==> src/rtl/uart_tx_fifo.sv <==
`default_nettype none
// ============================================================================
// Module   : uart_tx_fifo
// Purpose  : FIFO-buffered UART transmitter, single clock domain. CPU writes
//            are queued and serialised as start / data (LSB first) /
//            optional parity / stop bits, with back-to-back frames when the
//            FIFO stays non-empty.
// Revision : 1.0  initial release
// ============================================================================
module uart_tx_fifo #(
  parameter int DATA_BITS    = 8,
  parameter int FIFO_DEPTH   = 16,
  parameter int CLKS_PER_BIT = 434,
  parameter int PARITY       = 0,
  parameter int STOP_BITS    = 1,
  parameter int CW           = $clog2(FIFO_DEPTH + 1)
) (
  input  logic          clk,
  input  logic          areset,
  input  logic          WE,
  input  logic [7:0]    wd_data,
  input  logic          ovf_clr,
  output logic          tx_serial,
  output logic          full,
  output logic          empty,
  output logic [CW-1:0] count,
  output logic          busy,
  output logic          overflow
);

  localparam int AW     = $clog2(FIFO_DEPTH);
  localparam int BAUD_W = $clog2(CLKS_PER_BIT);
  localparam int BIT_W  = $clog2(DATA_BITS);

  localparam logic [BAUD_W-1:0] BAUD_LAST = BAUD_W'(CLKS_PER_BIT - 1);
  localparam logic [BIT_W-1:0]  DATA_LAST = BIT_W'(DATA_BITS - 1);
  localparam logic [BIT_W-1:0]  STOP_LAST = BIT_W'(STOP_BITS - 1);
  localparam logic [CW-1:0]     CNT_FULL  = CW'(FIFO_DEPTH);
  // Only the low DATA_BITS of a word take part in the parity calculation.
  localparam logic [7:0]        DATA_MASK = 8'((1 << DATA_BITS) - 1);
  localparam logic              PAR_ODD   = (PARITY == 2);

  typedef enum logic [2:0] {
    S_IDLE  = 3'd0,
    S_START = 3'd1,
    S_DATA  = 3'd2,
    S_PAR   = 3'd3,
    S_STOP  = 3'd4
  } state_t;

  // Storage keeps the full byte; bits above DATA_BITS simply never reach the line.
  logic [7:0]        mem_q [FIFO_DEPTH];

  logic [AW-1:0]     wr_ptr_q, wr_ptr_d;
  logic [AW-1:0]     rd_ptr_q, rd_ptr_d;
  logic [CW-1:0]     count_q, count_d;
  logic              full_q, full_d;
  logic              empty_q, empty_d;
  logic              ovf_q, ovf_d;

  state_t            state_q, state_d;
  logic [BAUD_W-1:0] baud_q, baud_d;
  logic [BIT_W-1:0]  bit_q, bit_d;
  logic [7:0]        shift_q, shift_d;
  logic              par_q, par_d;
  logic              tx_q, tx_d;
  logic              busy_q, busy_d;

  logic              push;
  logic              pop;
  logic              baud_end;
  logic              stop_end;
  logic [7:0]        head;

  // Handshake decisions, all taken from pre-edge registered flags.
  always_comb begin
    head     = mem_q[rd_ptr_q];
    baud_end = (baud_q == BAUD_LAST);
    stop_end = (state_q == S_STOP) && baud_end && (bit_q == STOP_LAST);
    push     = WE && !full_q;
    pop      = !empty_q && ((state_q == S_IDLE) || stop_end);
  end

  // FIFO bookkeeping: pointers, occupancy, flags and the sticky overflow.
  always_comb begin
    wr_ptr_d = wr_ptr_q + AW'(push);
    rd_ptr_d = rd_ptr_q + AW'(pop);
    count_d  = count_q + CW'(push) - CW'(pop);
    full_d   = (count_d == CNT_FULL);
    empty_d  = (count_d == '0);
    if (WE && full_q) begin
      ovf_d = 1'b1;
    end else if (ovf_clr) begin
      ovf_d = 1'b0;
    end else begin
      ovf_d = ovf_q;
    end
  end

  // Serialiser next-state: a pop always lands in START with the line low.
  always_comb begin
    state_d = state_q;
    baud_d  = baud_q;
    bit_d   = bit_q;
    shift_d = shift_q;
    par_d   = par_q;
    tx_d    = tx_q;
    case (state_q)
      S_IDLE: begin
        baud_d = '0;
        bit_d  = '0;
        tx_d   = 1'b1;
      end
      S_START: begin
        if (baud_end) begin
          state_d = S_DATA;
          baud_d  = '0;
          bit_d   = '0;
          tx_d    = shift_q[0];
        end else begin
          baud_d = baud_q + 1'b1;
        end
      end
      S_DATA: begin
        if (baud_end) begin
          baud_d = '0;
          if (bit_q == DATA_LAST) begin
            bit_d = '0;
            if (PARITY != 0) begin
              state_d = S_PAR;
              tx_d    = par_q;
            end else begin
              state_d = S_STOP;
              tx_d    = 1'b1;
            end
          end else begin
            bit_d   = bit_q + 1'b1;
            shift_d = shift_q >> 1;
            tx_d    = shift_q[1];
          end
        end else begin
          baud_d = baud_q + 1'b1;
        end
      end
      S_PAR: begin
        if (baud_end) begin
          state_d = S_STOP;
          baud_d  = '0;
          bit_d   = '0;
          tx_d    = 1'b1;
        end else begin
          baud_d = baud_q + 1'b1;
        end
      end
      S_STOP: begin
        if (baud_end) begin
          baud_d = '0;
          if (bit_q == STOP_LAST) begin
            bit_d   = '0;
            state_d = S_IDLE;
          end else begin
            bit_d = bit_q + 1'b1;
          end
        end else begin
          baud_d = baud_q + 1'b1;
        end
        tx_d = 1'b1;
      end
      default: begin
        state_d = S_IDLE;
        baud_d  = '0;
        bit_d   = '0;
        tx_d    = 1'b1;
      end
    endcase
    // Loading a word overrides the per-state result (IDLE or last stop cycle).
    if (pop) begin
      state_d = S_START;
      baud_d  = '0;
      bit_d   = '0;
      shift_d = head;
      par_d   = (^(head & DATA_MASK)) ^ PAR_ODD;
      tx_d    = 1'b0;
    end
    busy_d = (state_d != S_IDLE);
  end

  // FIFO storage array; contents need no reset because pointers gate access.
  always_ff @(posedge clk) begin
    if (push) begin
      mem_q[wr_ptr_q] <= wd_data;
    end
  end

  // State registers with synchronous reset; a reset mid-frame idles the line.
  always_ff @(posedge clk) begin
    if (areset) begin
      wr_ptr_q <= '0;
      rd_ptr_q <= '0;
      count_q  <= '0;
      full_q   <= 1'b0;
      empty_q  <= 1'b1;
      ovf_q    <= 1'b0;
      state_q  <= S_IDLE;
      baud_q   <= '0;
      bit_q    <= '0;
      shift_q  <= '0;
      par_q    <= 1'b0;
      tx_q     <= 1'b1;
      busy_q   <= 1'b0;
    end else begin
      wr_ptr_q <= wr_ptr_d;
      rd_ptr_q <= rd_ptr_d;
      count_q  <= count_d;
      full_q   <= full_d;
      empty_q  <= empty_d;
      ovf_q    <= ovf_d;
      state_q  <= state_d;
      baud_q   <= baud_d;
      bit_q    <= bit_d;
      shift_q  <= shift_d;
      par_q    <= par_d;
      tx_q     <= tx_d;
      busy_q   <= busy_d;
    end
  end

  assign tx_serial = tx_q;
  assign full      = full_q;
  assign empty     = empty_q;
  assign count     = count_q;
  assign busy      = busy_q;
  assign overflow  = ovf_q;

endmodule
`default_nettype wire

==> config.mk <==
export PLATFORM = sky130hd
export DESIGN_NAME = uart_tx_fifo
export DESIGN_NICKNAME = d
export VERILOG_FILES = /design/src/rtl/uart_tx_fifo.sv
export SDC_FILE = /design/constraint.sdc
export NUM_CORES = 1
export LEC_CHECK = 0
export ABC_AREA = 0
export BUFFER_PORTS_ARGS = -buffer_cell sky130_fd_sc_hd__buf_2
export CORE_MARGIN = 10
export CORE_UTILIZATION = 55
export DETAILED_ROUTE_END_ITERATION = 8
export PLACE_DENSITY = 0.72
export SLEW_MARGIN = 20
export SYNTH_ARGS = -nofsm -noshare
export SYNTH_HDL_FRONTEND = slang
export SYNTH_SLANG_ARGS = --single-unit
==> constraint.sdc <==
create_clock -name clk -period 6 [get_ports clk]
set_clock_uncertainty 0.15 [all_clocks]
set_input_delay 1.2 -clock clk [delete_from_list [all_inputs] [get_ports clk]]
set_output_delay 1.2 -clock clk [all_outputs]
set_load 0.02 [all_outputs]
# After elaboration in Yosys (flattened, before gate mapping)
# Memory sizes are Yosys's and may differ from the RTL's. A register that Yosys moved wholly into a read port is not among the register bits.
# Index checks and enable logic that the tools add are counted.
dict set report totals {
  regBits 41
  mem_bits_rw 128
  in_bits 12
  wordCells 85
  n_memories 1
}
dict set report op_classes {
  addsub 6
  n_eq_ne 14
  mux 29
  bitwise_logic 1
  reduce_logical 22
}
# memory depth width read_ports rd_clocked_by_memory_dff write_ports line_no
set mem_list {}
lappend mem_list {mem_q 16 8 1 1 1 52} ;# logic [7:0] mem_q [FIFO_DEPTH];
# operator count
set op_table {}
lappend op_table {{2-to-1 mux 3 bit} 12}
lappend op_table {{2-to-1 mux 8 bit} 4}
lappend op_table {{one-hot mux 3 bit (5 select lines)} 1}
lappend op_table {{adder 9 x 1 -> 9 bit, second input constant} 1}
lappend op_table {{equality test 9 bit, second input constant} 1}
lappend op_table {{2-to-1 mux 1 bit} 9}
lappend op_table {{inequality test 3 bit, second input constant} 3}
lappend op_table {{one-hot mux 3 bit (3 select lines)} 1}
lappend op_table {{AND reduction 3 bit} 3}
lappend op_table {{adder 4 x 1 -> 4 bit} 2}
lappend op_table {{OR reduction 4 bit} 2}
lappend op_table {{equality test 3 x 2 -> 1 bit, second input constant} 2}
lappend op_table {{equality test 3 bit, second input constant} 2}
lappend op_table {{logical NOT 3 bit} 2}
lappend op_table {{inequality test 2 bit, second input constant} 3}
lappend op_table {{nonzero test 2 bit} 3}
lappend op_table {{adder 5 x 1 -> 5 bit} 1}
lappend op_table {{equality test 5 bit, second input constant} 1}
lappend op_table {{logical AND 1 bit} 5}
lappend op_table {{logical NOT 5 bit} 1}
lappend op_table {{subtractor 5 x 1 -> 5 bit} 1}
lappend op_table {{2-to-1 mux 4 bit} 1}
lappend op_table {{OR reduction 2 bit} 2}
lappend op_table {{adder 3 x 1 -> 3 bit, second input constant} 1}
lappend op_table {{7 further kinds} 8}

# Depth between registers and ports, before layout
dict set report logic_depth {
  ltp_word 7
  depth_mapped 16
  ltp_nobuf 15
}

# Worst setup path after synthesis
# OpenSTA, ideal clock, no wires.
dict set report synth_timing {
  path_kind {reg-to-reg}
  startpoint {reg baud_q[0]}
  endpoint {reg full_q, in the netlist full}
  setup_time_ps 114
  arrival_time_ps 2998
  required_time_ps 5736
  slack_ps 2737
  stages_incl_launch_ff 16
  synth_period_minus_slack_ps 3263
  path_cell_list {dfxtp_1 -> ha_1 -> nand4b_1 -> o31a_2 -> or2_0 -> buf_6 -> inv_2 -> ha_1 -> inv_1 -> ha_1 -> inv_1 -> fa_1 -> nor2b_1 -> o21a_1 -> o21ai_0 -> a2111oi_0}
}
dict set report synth_via {
  elab_chain_cells 7
}
# element line_no
set synth_rtl {}
lappend synth_rtl {{start: declaration} 62} ;# logic [BAUD_W-1:0] baud_q, baud_d;
lappend synth_rtl {{start signal: assignment} 219} ;# baud_q <= baud_d;
lappend synth_rtl {{equality test 9 bit} 78} ;# baud_end = (baud_q == BAUD_LAST);
lappend synth_rtl {{logical AND 1 bit (2 in series)} 79} ;# stop_end = (state_q == S_STOP) && baud_end && (bit_q == STOP_LAST);
lappend synth_rtl {{logical OR 1 bit} 81} ;# pop = !empty_q && ((state_q == S_IDLE) || stop_end);
lappend synth_rtl {{logical AND 1 bit} 81}
lappend synth_rtl {{subtractor 5 x 1 -> 5 bit} 88} ;# count_d = count_q + CW'(push) - CW'(pop);
lappend synth_rtl {{equality test 5 bit} 89} ;# full_d = (count_d == CNT_FULL);
lappend synth_rtl {{end signal: assignment} 215} ;# full_q <= full_d;
lappend synth_rtl {{end: declaration} 57} ;# logic full_q, full_d;
# No other way between the ends.
# A chain may end at the register's enable or synchronous reset.

# Worst setup path in the final report
# Ends and elaborated chain as after synthesis.

==> results.tsv <==
stage	metric	value	unit
run_status	status	complete, no violations	
routing	avgRoutedWirePerCell	20.7	um
synth	synth_warnings	0	
synth	synth_top_cell_by_area	edfxtp_1	
min_path	hold_start	overflow	
floorplanning	num_rows	41	
routing	via_per_inst	5.86	
setup_path	critical_path.top_delay_family	compound AO/OA/AOI/OAI gates	
setup_path	slowest_delay	0.40	ns
cells_and_area	final_net_count	485	
synth	synth.top_cell.area_share	54.5	%
setup_path	cp.buffers_inverters	3	
synth	async_flop_share	0	%
clocking	clk_path_buf_depth	2	
setup_path	endpoint_kind	register	
synth	synth_nets	461	
synth	synthTopCellsByCount	edfxtp_1, dfxtp_1, nor2_1	
placement	hpwlAfterDp	8320	um
global_route	met3_usage	4.21	%
power_and_ir_drop	max-vdd-ir-drop	241	uV
synth	synthCells	434	
timing	finalSetupTns	0	ns
clocking	cts_htree_levels	4	
timing	final.setup.worst_slack	2.20	ns
setup_path	critPathLaunch	baud_q[0]	
timing	timing.fmax	263	MHz
routing	vias	3770	
global_route	grt_overflow	0	
placement	port_buffers	21	
setup_path	critPathSlowestCell	dfxtp_1	
clocking	cts_resized	0	
global_route	grt_pass1_vias	3822	
cells_and_area	diodes	0	
placement	gp_congestion	0.849	
synth	avgSynthCellArea	16.2	um^2
flow_run	maxCapViolations	0	
synth	synth_ff_type	edfxtp_1	
routing	antenna_left	0	
setup_path	setup.worst_path.start_class	register	
global_route	track_usage	15.4	%
global_route	grt_pass1_wl	20900	um
synth	synth_area	7050	um^2
setup_path	criticalPathCategory	reg2reg	
clocking	root_buffer	clkbuf_16	
setup_path	worstPathArrival	3.94	ns
routing	wl	13300	um
setup_path	crit_chain	ha_1 > nand4b_1 > o31a_2 > or2_0 > inv_2 > ha_1 > inv_1 > ha_1 > inv_1 > fa_1 > nor2b_1 > o21a_1 > o21ai_0 > a2111oi_0	
power_and_ir_drop	power.leakage	2.60	nW
timing	fin_crit	3.80	ns
clocking	clock_latency	0.43	ns
clocking	cts_hold_buf	0	
cells_and_area	area_growth_syn_to_layout	10.4	%
timing	hold_violations	0	
global_route	grtUsageMet2	25.2	%
clocking	cts_sinks	169	
timing	rsz0062_at_grt	false	
setup_path	r2r-start	baud_q[0]	
timing	fin_crit_sh	63.3	%
floorplanning	die_w	133	um
synth	synth_edf_count	128	
cells_and_area	drive_gt1_share	18.0	%
synth	yosys.cell_types.count	61	
floorplanning	ios	22	
global_route	antenna_found_initial	0	
routing	dr.pass1.iters	4	
floorplanning	start_util	56.1	%
setup_path	rrSetupSlack	2.20	ns
clocking	numCtsBuffers	17	
synth	synth_area_leaders	edfxtp_1, dfxtp_1, mux4_1	
floorplanning	core_area	12600	um^2
routing	drt_iter0_drc	293	
timing	max_slew_margin	31.5	%
synth	synth.most_common_cell	edfxtp_1	
power_and_ir_drop	powerDensity	390	nW/um^2
timing	setup_viol	0	
floorplanning	die_h	133	um
clocking	cts_setup_buffers	0	
synth	synth_seq_area_share	66.1	%
synth	synth-seq-cells	169	
placement	dpl_worst_slack	2.25	ns
floorplanning	dieArea	17800	um^2
timing	maxSlewViolCount	0	
global_route	use_met1	18.9	%
cells_and_area	n_fill_cell	934	
routing	drc_errors	0	
global_route	grt.busiest_layer	met2	
setup_path	path_max_fanout	9	
clocking	cts_tree	built	
clocking	clk_pin_slew_worst_paths	0.06	ns
setup_path	cp.required	6.14	ns
min_path	hold_path_class	reg2reg	
timing	worst-slew-pin-transition	1.02	ns
global_route	grt_max_degree	35	
setup_path	path_common_cell	ha_1	
[through the flow]
stage	std cells	util (%)	total power [W]	instance area, um^2	hold slack, ns
2_1_floorplan	434	-	0.00193	7050	0.294
4_1_cts	643	61.9	0.00306	7780	0.323
3_5_place_dp	611	57.5	0.00204	7230	0.312
5_1_grt	643	61.9	0.00317	7780	0.357
6_report	643	61.9	0.00304	7780	0.320
3_3_place_gp	611	57.5	0.00202	7230	0.304
[placed cells by master (no fill, tap or decap), drive strengths merged, types with 2 or more instances in the layout]
cell type,n
a211oi,3
nand3,10
inv,19
or2b,2
nor3,11
xnor2,9
a31oi,3
nor2b,8
nand3b,2
and2,2
a2bb2oi,2
a21o,2
clkbuf,18
a21oi,5
nor2,37
or2,2
nand2,15
mux4,32
nand2b,7
dfxtp,41
ha,14
clkinvlp,3
o21a,8
xor2,5
or3,3
nand4bb,2
edfxtp,128
o221a,8
buf,25
a22oi,16
o21ai,4
clkinv,7
[metal layers]
| layer | share of wire [%] | routed length, um |
|---|---|---|
| met3 | 5.3 | 702 |
| met4 | 1.8 | 240 |
| met5 | 0 | 0 |
| met2 | 51 | 6750 |
| met1 | 42 | 5610 |
[cell type report]
type,instances,area [um^2],share of cell area [%]
Sequential cell,169,4670,60.0
Multi-Input combinational cell,229,2150,27.7
Clock buffer,18,429,5.51
Tap cell,172,215,2.77
Timing Repair Buffer,25,135,1.74
Clock inverter,14,123,1.58
Inverter,16,60.1,0.772
[state kept, by name, summed over array words and instances, names as in the netlist]
register	cells
tx_serial	1
empty	1
overflow	1
shift_q	8
full	1
mem_q	128
busy	1
count	5
baud_q	9
state_q	3
rd_ptr_q	4
wr_ptr_q	4
bit_q	3
[final timing paths]
path	end	cells after the start
min	overflow	2
max reg2reg	full	14
max	full	14
min reg2reg	overflow	2
[power breakdown]
part	leakage (nW)	switching [W]	internal, W
logic	0.844	0.000319	0.000292
clock network	0.263	0.000449	0.000573
registers	1.49	0.0000679	0.00134
[kinds of logic after synthesis]
group | Yosys count | synth area share (%)
flops | 169 | 66.1
simple gates | 109 | 8.39
mux | 32 | 11.0
fa+ha+maj | 15 | 2.77
buf+inv | 36 | 3.39
xor+xnor | 14 | 1.74
compound gates | 59 | 6.55
[worst reg2reg max path, stage by stage, from the launching register on]
cell and delay [ns]:
dfxtp_1 0.40, ha_1 0.20, nand4b_1 0.21, o31a_2 0.36
or2_0 0.38, inv_2 0.22, ha_1 0.25, inv_1 0.05
ha_1 0.15, inv_1 0.05, fa_1 0.40, nor2b_1 0.13
o21a_1 0.17, o21ai_0 0.13, a2111oi_0 0.40
Power figures use the tool's default switching activity.
